[config.mk]
export PLATFORM = sky130hd
export DESIGN_NAME = acc_flat
export DESIGN_NICKNAME = d
export VERILOG_FILES = /design/src/rtl/acc_pkg.sv /design/src/rtl/acc_if.sv /design/src/rtl/acc_adder.sv /design/src/rtl/acc.sv /design/src/flat_wrapper.sv
export SDC_FILE = /design/constraint.sdc
export NUM_CORES = 1
export LEC_CHECK = 0
export CORE_UTILIZATION = 43
export CTS_CLUSTER_DIAMETER = 100
export DETAILED_ROUTE_END_ITERATION = 8
export MAX_ROUTING_LAYER = met4
export PLACE_DENSITY = 0.75
export SLEW_MARGIN = 25
export SYNTH_ARGS = -nofsm -noshare
export SYNTH_HDL_FRONTEND = slang
export SYNTH_SLANG_ARGS = --single-unit
[constraint.sdc]
create_clock -name clk -period 4.45 [get_ports clk]
set_input_delay 0.89 -clock clk [delete_from_list [all_inputs] [get_ports clk]]
set_output_delay 0.89 -clock clk [all_outputs]
set_load 0.02 [all_outputs]
[src/rtl/acc_pkg.sv]
// acc_pkg: shared width default and strobe-priority encoding for the accumulator
package acc_pkg;
  localparam int ACC_WIDTH = 9;
  typedef enum logic [1:0] {OP_LOAD, OP_ADD, OP_SHIFT, OP_HOLD} op_e;
endpackage

[src/rtl/acc_if.sv]
// acc_if: operand, strobes and result bus between multiplier controller and accumulator
interface acc_if
  import acc_pkg::*;
#(
  parameter int WIDTH = ACC_WIDTH
) ();
  logic [WIDTH-1:0] entrada;
  logic load;
  logic ad;
  logic sh;
  logic [WIDTH-1:0] saida;
  modport master(output entrada, load, ad, sh, input saida);
  modport slave(input entrada, load, ad, sh, output saida);
endinterface

[src/rtl/acc_adder.sv]
// acc_adder: unsigned ripple-carry adder built from a generated full-adder chain
module acc_adder #(
  parameter int WIDTH = 9
) (
  input  logic [WIDTH-1:0] i_a,
  input  logic [WIDTH-1:0] i_b,
  output logic [WIDTH-1:0] o_sum,
  output logic             o_cout
);
  logic [WIDTH:0] w_c;
  assign w_c[0] = 1'b0;
  for (genvar i = 0; i < WIDTH; i++) begin : g_fa
    assign o_sum[i]  = i_a[i] ^ i_b[i] ^ w_c[i];
    assign w_c[i+1]  = (i_a[i] & i_b[i]) | (w_c[i] & (i_a[i] ^ i_b[i]));
  end
  assign o_cout = w_c[WIDTH];
endmodule

[src/rtl/acc.sv]
// acc: shift-and-add multiplier accumulator with prioritized load/add/shift-right
module acc
  import acc_pkg::*;
#(
  parameter int WIDTH = ACC_WIDTH
) (
  input logic   clk,
  input logic   rst_n,
  acc_if.slave  bus
);
  logic [WIDTH-1:0] r_acc;
  logic [WIDTH-1:0] w_sum;
  logic [WIDTH-1:0] w_next;
  logic             w_unused_cout;
  op_e              w_op;
  acc_adder #(.WIDTH(WIDTH)) u_add (
    .i_a   (r_acc),
    .i_b   (bus.entrada),
    .o_sum (w_sum),
    .o_cout(w_unused_cout)
  );
  always_comb begin
    w_op   = bus.load ? OP_LOAD : bus.ad ? OP_ADD : bus.sh ? OP_SHIFT : OP_HOLD;
    w_next = w_op == OP_LOAD  ? bus.entrada :
             w_op == OP_ADD   ? w_sum :
             w_op == OP_SHIFT ? {1'b0, r_acc[WIDTH-1:1]} : r_acc;
  end
  always_ff @(posedge clk or negedge rst_n)
    if (!rst_n) r_acc <= '0;
    else r_acc <= w_next;
  assign bus.saida = r_acc;
endmodule

[src/flat_wrapper.sv]
// flat-port wrapper written by rule: the top's interface ports become plain ports
module acc_flat import acc_pkg::*;
#(
  parameter int WIDTH = ACC_WIDTH
)
  (clk, rst_n, bus_entrada, bus_load, bus_ad, bus_sh, bus_saida);
  acc_if #(.WIDTH(WIDTH)) bus_i ();
  input logic clk;
  input logic rst_n;
  input wire logic [$bits(bus_i.entrada)-1:0] bus_entrada;
  input wire logic [$bits(bus_i.load)-1:0] bus_load;
  input wire logic [$bits(bus_i.ad)-1:0] bus_ad;
  input wire logic [$bits(bus_i.sh)-1:0] bus_sh;
  output wire logic [$bits(bus_i.saida)-1:0] bus_saida;
  assign bus_i.entrada = bus_entrada;
  assign bus_i.load = bus_load;
  assign bus_i.ad = bus_ad;
  assign bus_i.sh = bus_sh;
  assign bus_saida = bus_i.saida;
  acc #(.WIDTH(WIDTH)) u_core (.clk(clk), .rst_n(rst_n), .bus(bus_i));
endmodule
== Word-level counts from Yosys, hierarchy flattened ==
Index checks and enable logic that the tools add are counted.

* Eq/ne operators: 2
* Multiplexer cells: 6
* Bitwise operators: 39
* Reduce and logical (&&, ||, !) cells: 2

{| class="wikitable"
|+ Operators with widths
! operator !! count
|-
| 9-bit two-way mux || 3
|-
| 1-bit bitwise XOR || 17
|-
| 1-bit bitwise AND || 15
|-
| 1-bit bitwise OR || 7
|-
| 2-bit two-way mux || 2
|-
| 3-bit nonzero test || 1
|-
| 2-bit by 1-bit equality test with 1-bit output, second input constant || 1
|-
| 2-bit equality test, second input constant || 1
|-
| 2-bit zero test || 1
|-
| 1-bit two-way mux || 1
|}

* Flip-flop bits (word level): 9
* Output and inout bits: 9
* Logic and storage cells: 50
* Bits of input ports: 14

== Depth between registers and ports, before layout ==
* Depth in word-level cells: 18
* Mapped depth: 13
* Gate-level depth less buffers: 13

== By module ==
From an unflattened synthesis, not the netlist that was laid out.

* Cells, all modules: 68
* Area total of the unflattened synthesis: 715.7 µm²

{| class="wikitable"
|+ Modules (own cells, without submodules)
! module !! area an instance (µm²) !! cells each !! instances !! seq. area each (µm²)
|-
| acc || 505.5 || 49 || 1 || 225.2
|-
| acc_adder || 210.2 || 19 || 1 || 0.0
|}

== Worst setup path before layout ==
OpenSTA, ideal clock, no wires.

* Kind: input-to-reg
* Start: input port bus_entrada[0]
* End: register u_core.r_acc[8], in the netlist u_core.bus.saida[8]
* Required time: 4.323 ns
* Path slack: 0.346 ns
* Path buffers: 0
* Setup time: 0.127 ns
* Stages: 13
* Arrival time: 3.977 ns
* Path through: ha_1 fa_1 fa_1 fa_1 fa_1 inv_1 fa_1 inv_1 fa_1 fa_1 xor2_1 mux2i_1 o21ai_1

* Cells in the longest elaborated chain, start to end: 18

{| class="wikitable"
|+ Ends and longest elaborated chain
! what !! RTL line !! RTL
|-
| start, declared || flat_wrapper.sv:10 || <nowiki>input wire logic [$bits(bus_i.entrada)-1:0] bus_entrada;</nowiki>
|-
| 1-bit bitwise AND (2 in series) || acc_adder.sv:14 || <nowiki>assign w_c[i+1] = (i_a[i] & i_b[i]) | (w_c[i] & (i_a[i] ^ i_b[i]));</nowiki>
|-
| 1-bit bitwise OR || acc_adder.sv:14 ||
|-
| 1-bit bitwise AND || acc_adder.sv:14 ||
|-
| 1-bit bitwise OR || acc_adder.sv:14 ||
|-
| 1-bit bitwise AND || acc_adder.sv:14 ||
|-
| 1-bit bitwise OR || acc_adder.sv:14 ||
|-
| 1-bit bitwise AND || acc_adder.sv:14 ||
|-
| 1-bit bitwise OR || acc_adder.sv:14 ||
|-
| 1-bit bitwise AND || acc_adder.sv:14 ||
|-
| 1-bit bitwise OR || acc_adder.sv:14 ||
|-
| 1-bit bitwise AND || acc_adder.sv:14 ||
|-
| 1-bit bitwise OR || acc_adder.sv:14 ||
|-
| 1-bit bitwise AND || acc_adder.sv:14 ||
|-
| 1-bit bitwise OR || acc_adder.sv:14 ||
|-
| 1-bit bitwise XOR || acc_adder.sv:13 || <nowiki>assign o_sum[i] = i_a[i] ^ i_b[i] ^ w_c[i];</nowiki>
|-
| 9-bit two-way mux || acc.sv:25 || <nowiki>w_op == OP_ADD ? w_sum :</nowiki>
|-
| 9-bit two-way mux || acc.sv:24 || <nowiki>w_next = w_op == OP_LOAD ? bus.entrada :</nowiki>
|-
| end signal, assigned || acc.sv:30 || <nowiki>else r_acc <= w_next;</nowiki>
|-
| end, declared || acc.sv:11 || <nowiki>logic [WIDTH-1:0] r_acc;</nowiki>
|}

Every way passes these cells.
A chain may end at the register's enable or synchronous reset.

== Final worst setup path ==
Ends and elaborated chain as after synthesis.

==> metrics.cfg <==
[status]
outcome = completed

[die]
dieArea_sq_um = 1720
row_count = 13
start_util_pct = 48.5
num_io_pins = 23
die_x_um = 41.5
die_h_um = 41.5
core_area_sq_um = 1380

[worst_hold_path]
min_path_cells = 2
hold_path_class = reg2reg

[synthesis]
synth_commonest_cells = dfrtp_1, a21oi_1, fa_1, o22ai_2, o22ai_1
yosys-top-cells-area = dfrtp_1, fa_1, o22ai_2
synthArstFlopShare_pct = 100
synth_nets = 82
ys_seq_area_share_pct = 33.6
synth_cells = 60
yosysMostFrequentCell = dfrtp_1
synth_warnings = 0
synth_area_leader_cell = dfrtp_1
ys_seq_elements = 9
synth_flop_cell = dfrtp_1
mappedNetlistArea_sq_um = 671
synth_edf_count = 0
synth_top_area_share_pct = 33.6
yosys.cell_types.count = 23
synth_area_per_cell_sq_um = 11.2

[finish]
fin_area_sq_um = 945
drive_above_1_share_pct = 20.9
n_antenna_cell = 0
fin_nets = 109
largest_reg_flops = 9
stdcell_count = 101
final_util_pct = 68.3
syn_to_final_growth_pct = 40.9

[clock_network]
cts.path.max_buffers = 2
numCtsBuffers = 3
cts_max_level = 1
clk_latency_ps = 260
cts_tree = done
clk_pin_slew_ps = 60
clock-sinks = 9
cts-root-buf = clkbuf_4

[pwr]
combPwrFrac_pct = 42.6
power.leakage_nw = 0.374
power.density_nw_per_um2 = 327
p_sw_w = 0.000110
clkPwrFrac_pct = 20.8
power_frac_seq_pct = 36.6
internal_power_w = 0.000199
p_sw_share_pct = 35.6
ir_worst_vdd_mv = 0.170

[setup_path]
path_class = in2reg
worst_ep_arrival_time_ps = 4370
worst_setup_path_start_kind = input port
endpoint_kind = register
crit_fanout = 2
r2r_cells = 13
required_ps = 4590

[placement]
pre_cts_slack_ps = -305
dp_hpwl_um = 1070
io_buffers = 22
placed_cell_area_sq_um = 908
dp_cells = 97
finalWeightedCongestion = 0.755

[grt]
grt-ovfl-total = 0
grt_usage_pct = 19.7
grt_pass1_wl_um = 2550
antenna_found_initial = 0
grt_start_max_net_pins = 16
grt_pass1_vias = 583

[timing]
finalHoldViolations = 0
min_period_ps = 4230
holdWs_ps = 597
finalMaxSlewViolations = 0
relSlewSlack_pct = 69.7
rsz0062_at_grt = no
setup-violations-final = 0
period_share_pct = 95.0
fin_skew_ps = 3.91
setup_ws_ps = 223
max_freq_mhz = 237
tightest_slew_ps = 455

[routing]
antenna_left = 0
routedWlPerCell_um = 14.5
drt_iter0_drc = 4
vias_per_cell = 5.66
vias = 572
drt_wl_total_um = 1470
firstDrtPassIters = 3
drc_errors = 0

[job]
cap_violations = 0

path summary, 6_finish.rpt:
kind	start	end	slack (ps)
worst min register to register	u_core.bus.saida[8]	u_core.bus.saida[8]	600
worst max-delay path	bus_entrada[0]	u_core.bus.saida[8]	220
max in group asynchronous	rst_n	u_core.bus.saida[5]	3210
min in group asynchronous	rst_n	u_core.bus.saida[2]	940
worst min-delay path	u_core.bus.saida[8]	u_core.bus.saida[8]	600
worst max register to register	u_core.bus.saida[0]	u_core.bus.saida[8]	860
worst max-delay path: stages:
cell,delay (ps)
clkdlybuf4s50_1,430
ha_1,210
fa_2,340
fa_2,350
fa_2,350
fa_1,360
inv_1,70
fa_1,150
inv_1,50
fa_2,340
fa_1,380
xor2_1,180
mux2i_1,200
o21ai_1,70
power by group through the flow:
stage	Combinational (W)	Clock (W)	Sequential, W
after floorplan	0.0000591	0	0.000127
after global placement	0.000127	0	0.000114
after detailed placement	0.000130	0	0.000114
after CTS	0.000132	0.0000659	0.000113
after global routing	0.000146	0.0000705	0.000116
final	0.000132	0.0000643	0.000113
kinds of logic (layout without fill, tap and decap cells):
logic type | count (synthesis) | in the layout | share of synthesized area (%)
buffers and inverters | 8 | 34 | 5.78
adder cells (fa/ha/maj) | 8 | 8 | 22.8
XOR/XNOR | 1 | 1 | 1.31
flip-flops | 9 | 9 | 33.6
multiplexers | 1 | 1 | 1.49
AO/OA/AOI/OAI | 26 | 26 | 29.7
AND/OR/NAND/NOR | 7 | 7 | 5.41
timing repair:
action / CTS / global route
setup buffers: 0 / 0
pin swaps: 1 / 0
setup endpoints to repair: 1 / 1
gates resized for setup: 1 / 3
hold buffers: 0 / 0
cell usage in the layout, fill, tap and decap left out, types with 2 or more instances in the layout:
master	instances
dfrtp_1	9
o22ai_1	6
a21oi_1	7
o22ai_2	7
fa_2	4
clkdlybuf4s50_1	22
clkbuf_4	3
inv_1	5
buf_4	2
fa_1	3
o21ai_1	2
nand2_1	2
metrics by stage:
step | setup TNS [ps] | total power, W
detailed placement | -438 | 0.000244
CTS | 0 | 0.000310
floorplan | 0 | 0.000186
global placement | -226 | 0.000241
global route | 0 | 0.000333
finish | 0 | 0.000309
metal layers:
layer  vias up  global-route usage (%)  part of all wire [%]
met2        17                    31.9                    49
met1       274                    23.7                    44
met5         -                       -                     0
met3         4                    4.78                   5.2
li1        277                       -                     -
met4         0                    7.74                   1.6
cell type report:
cell class                      count  area (sq um)
Timing Repair Buffer               24           235
Clock buffer                        4          26.3
Multi-Input combinational cell     43           417
Inverter                            6          22.5
Fill cell                         112           438
Tap cell                           15          18.8
Sequential cell                     9           225
Note: power is estimated with default switching activity, not from simulation.
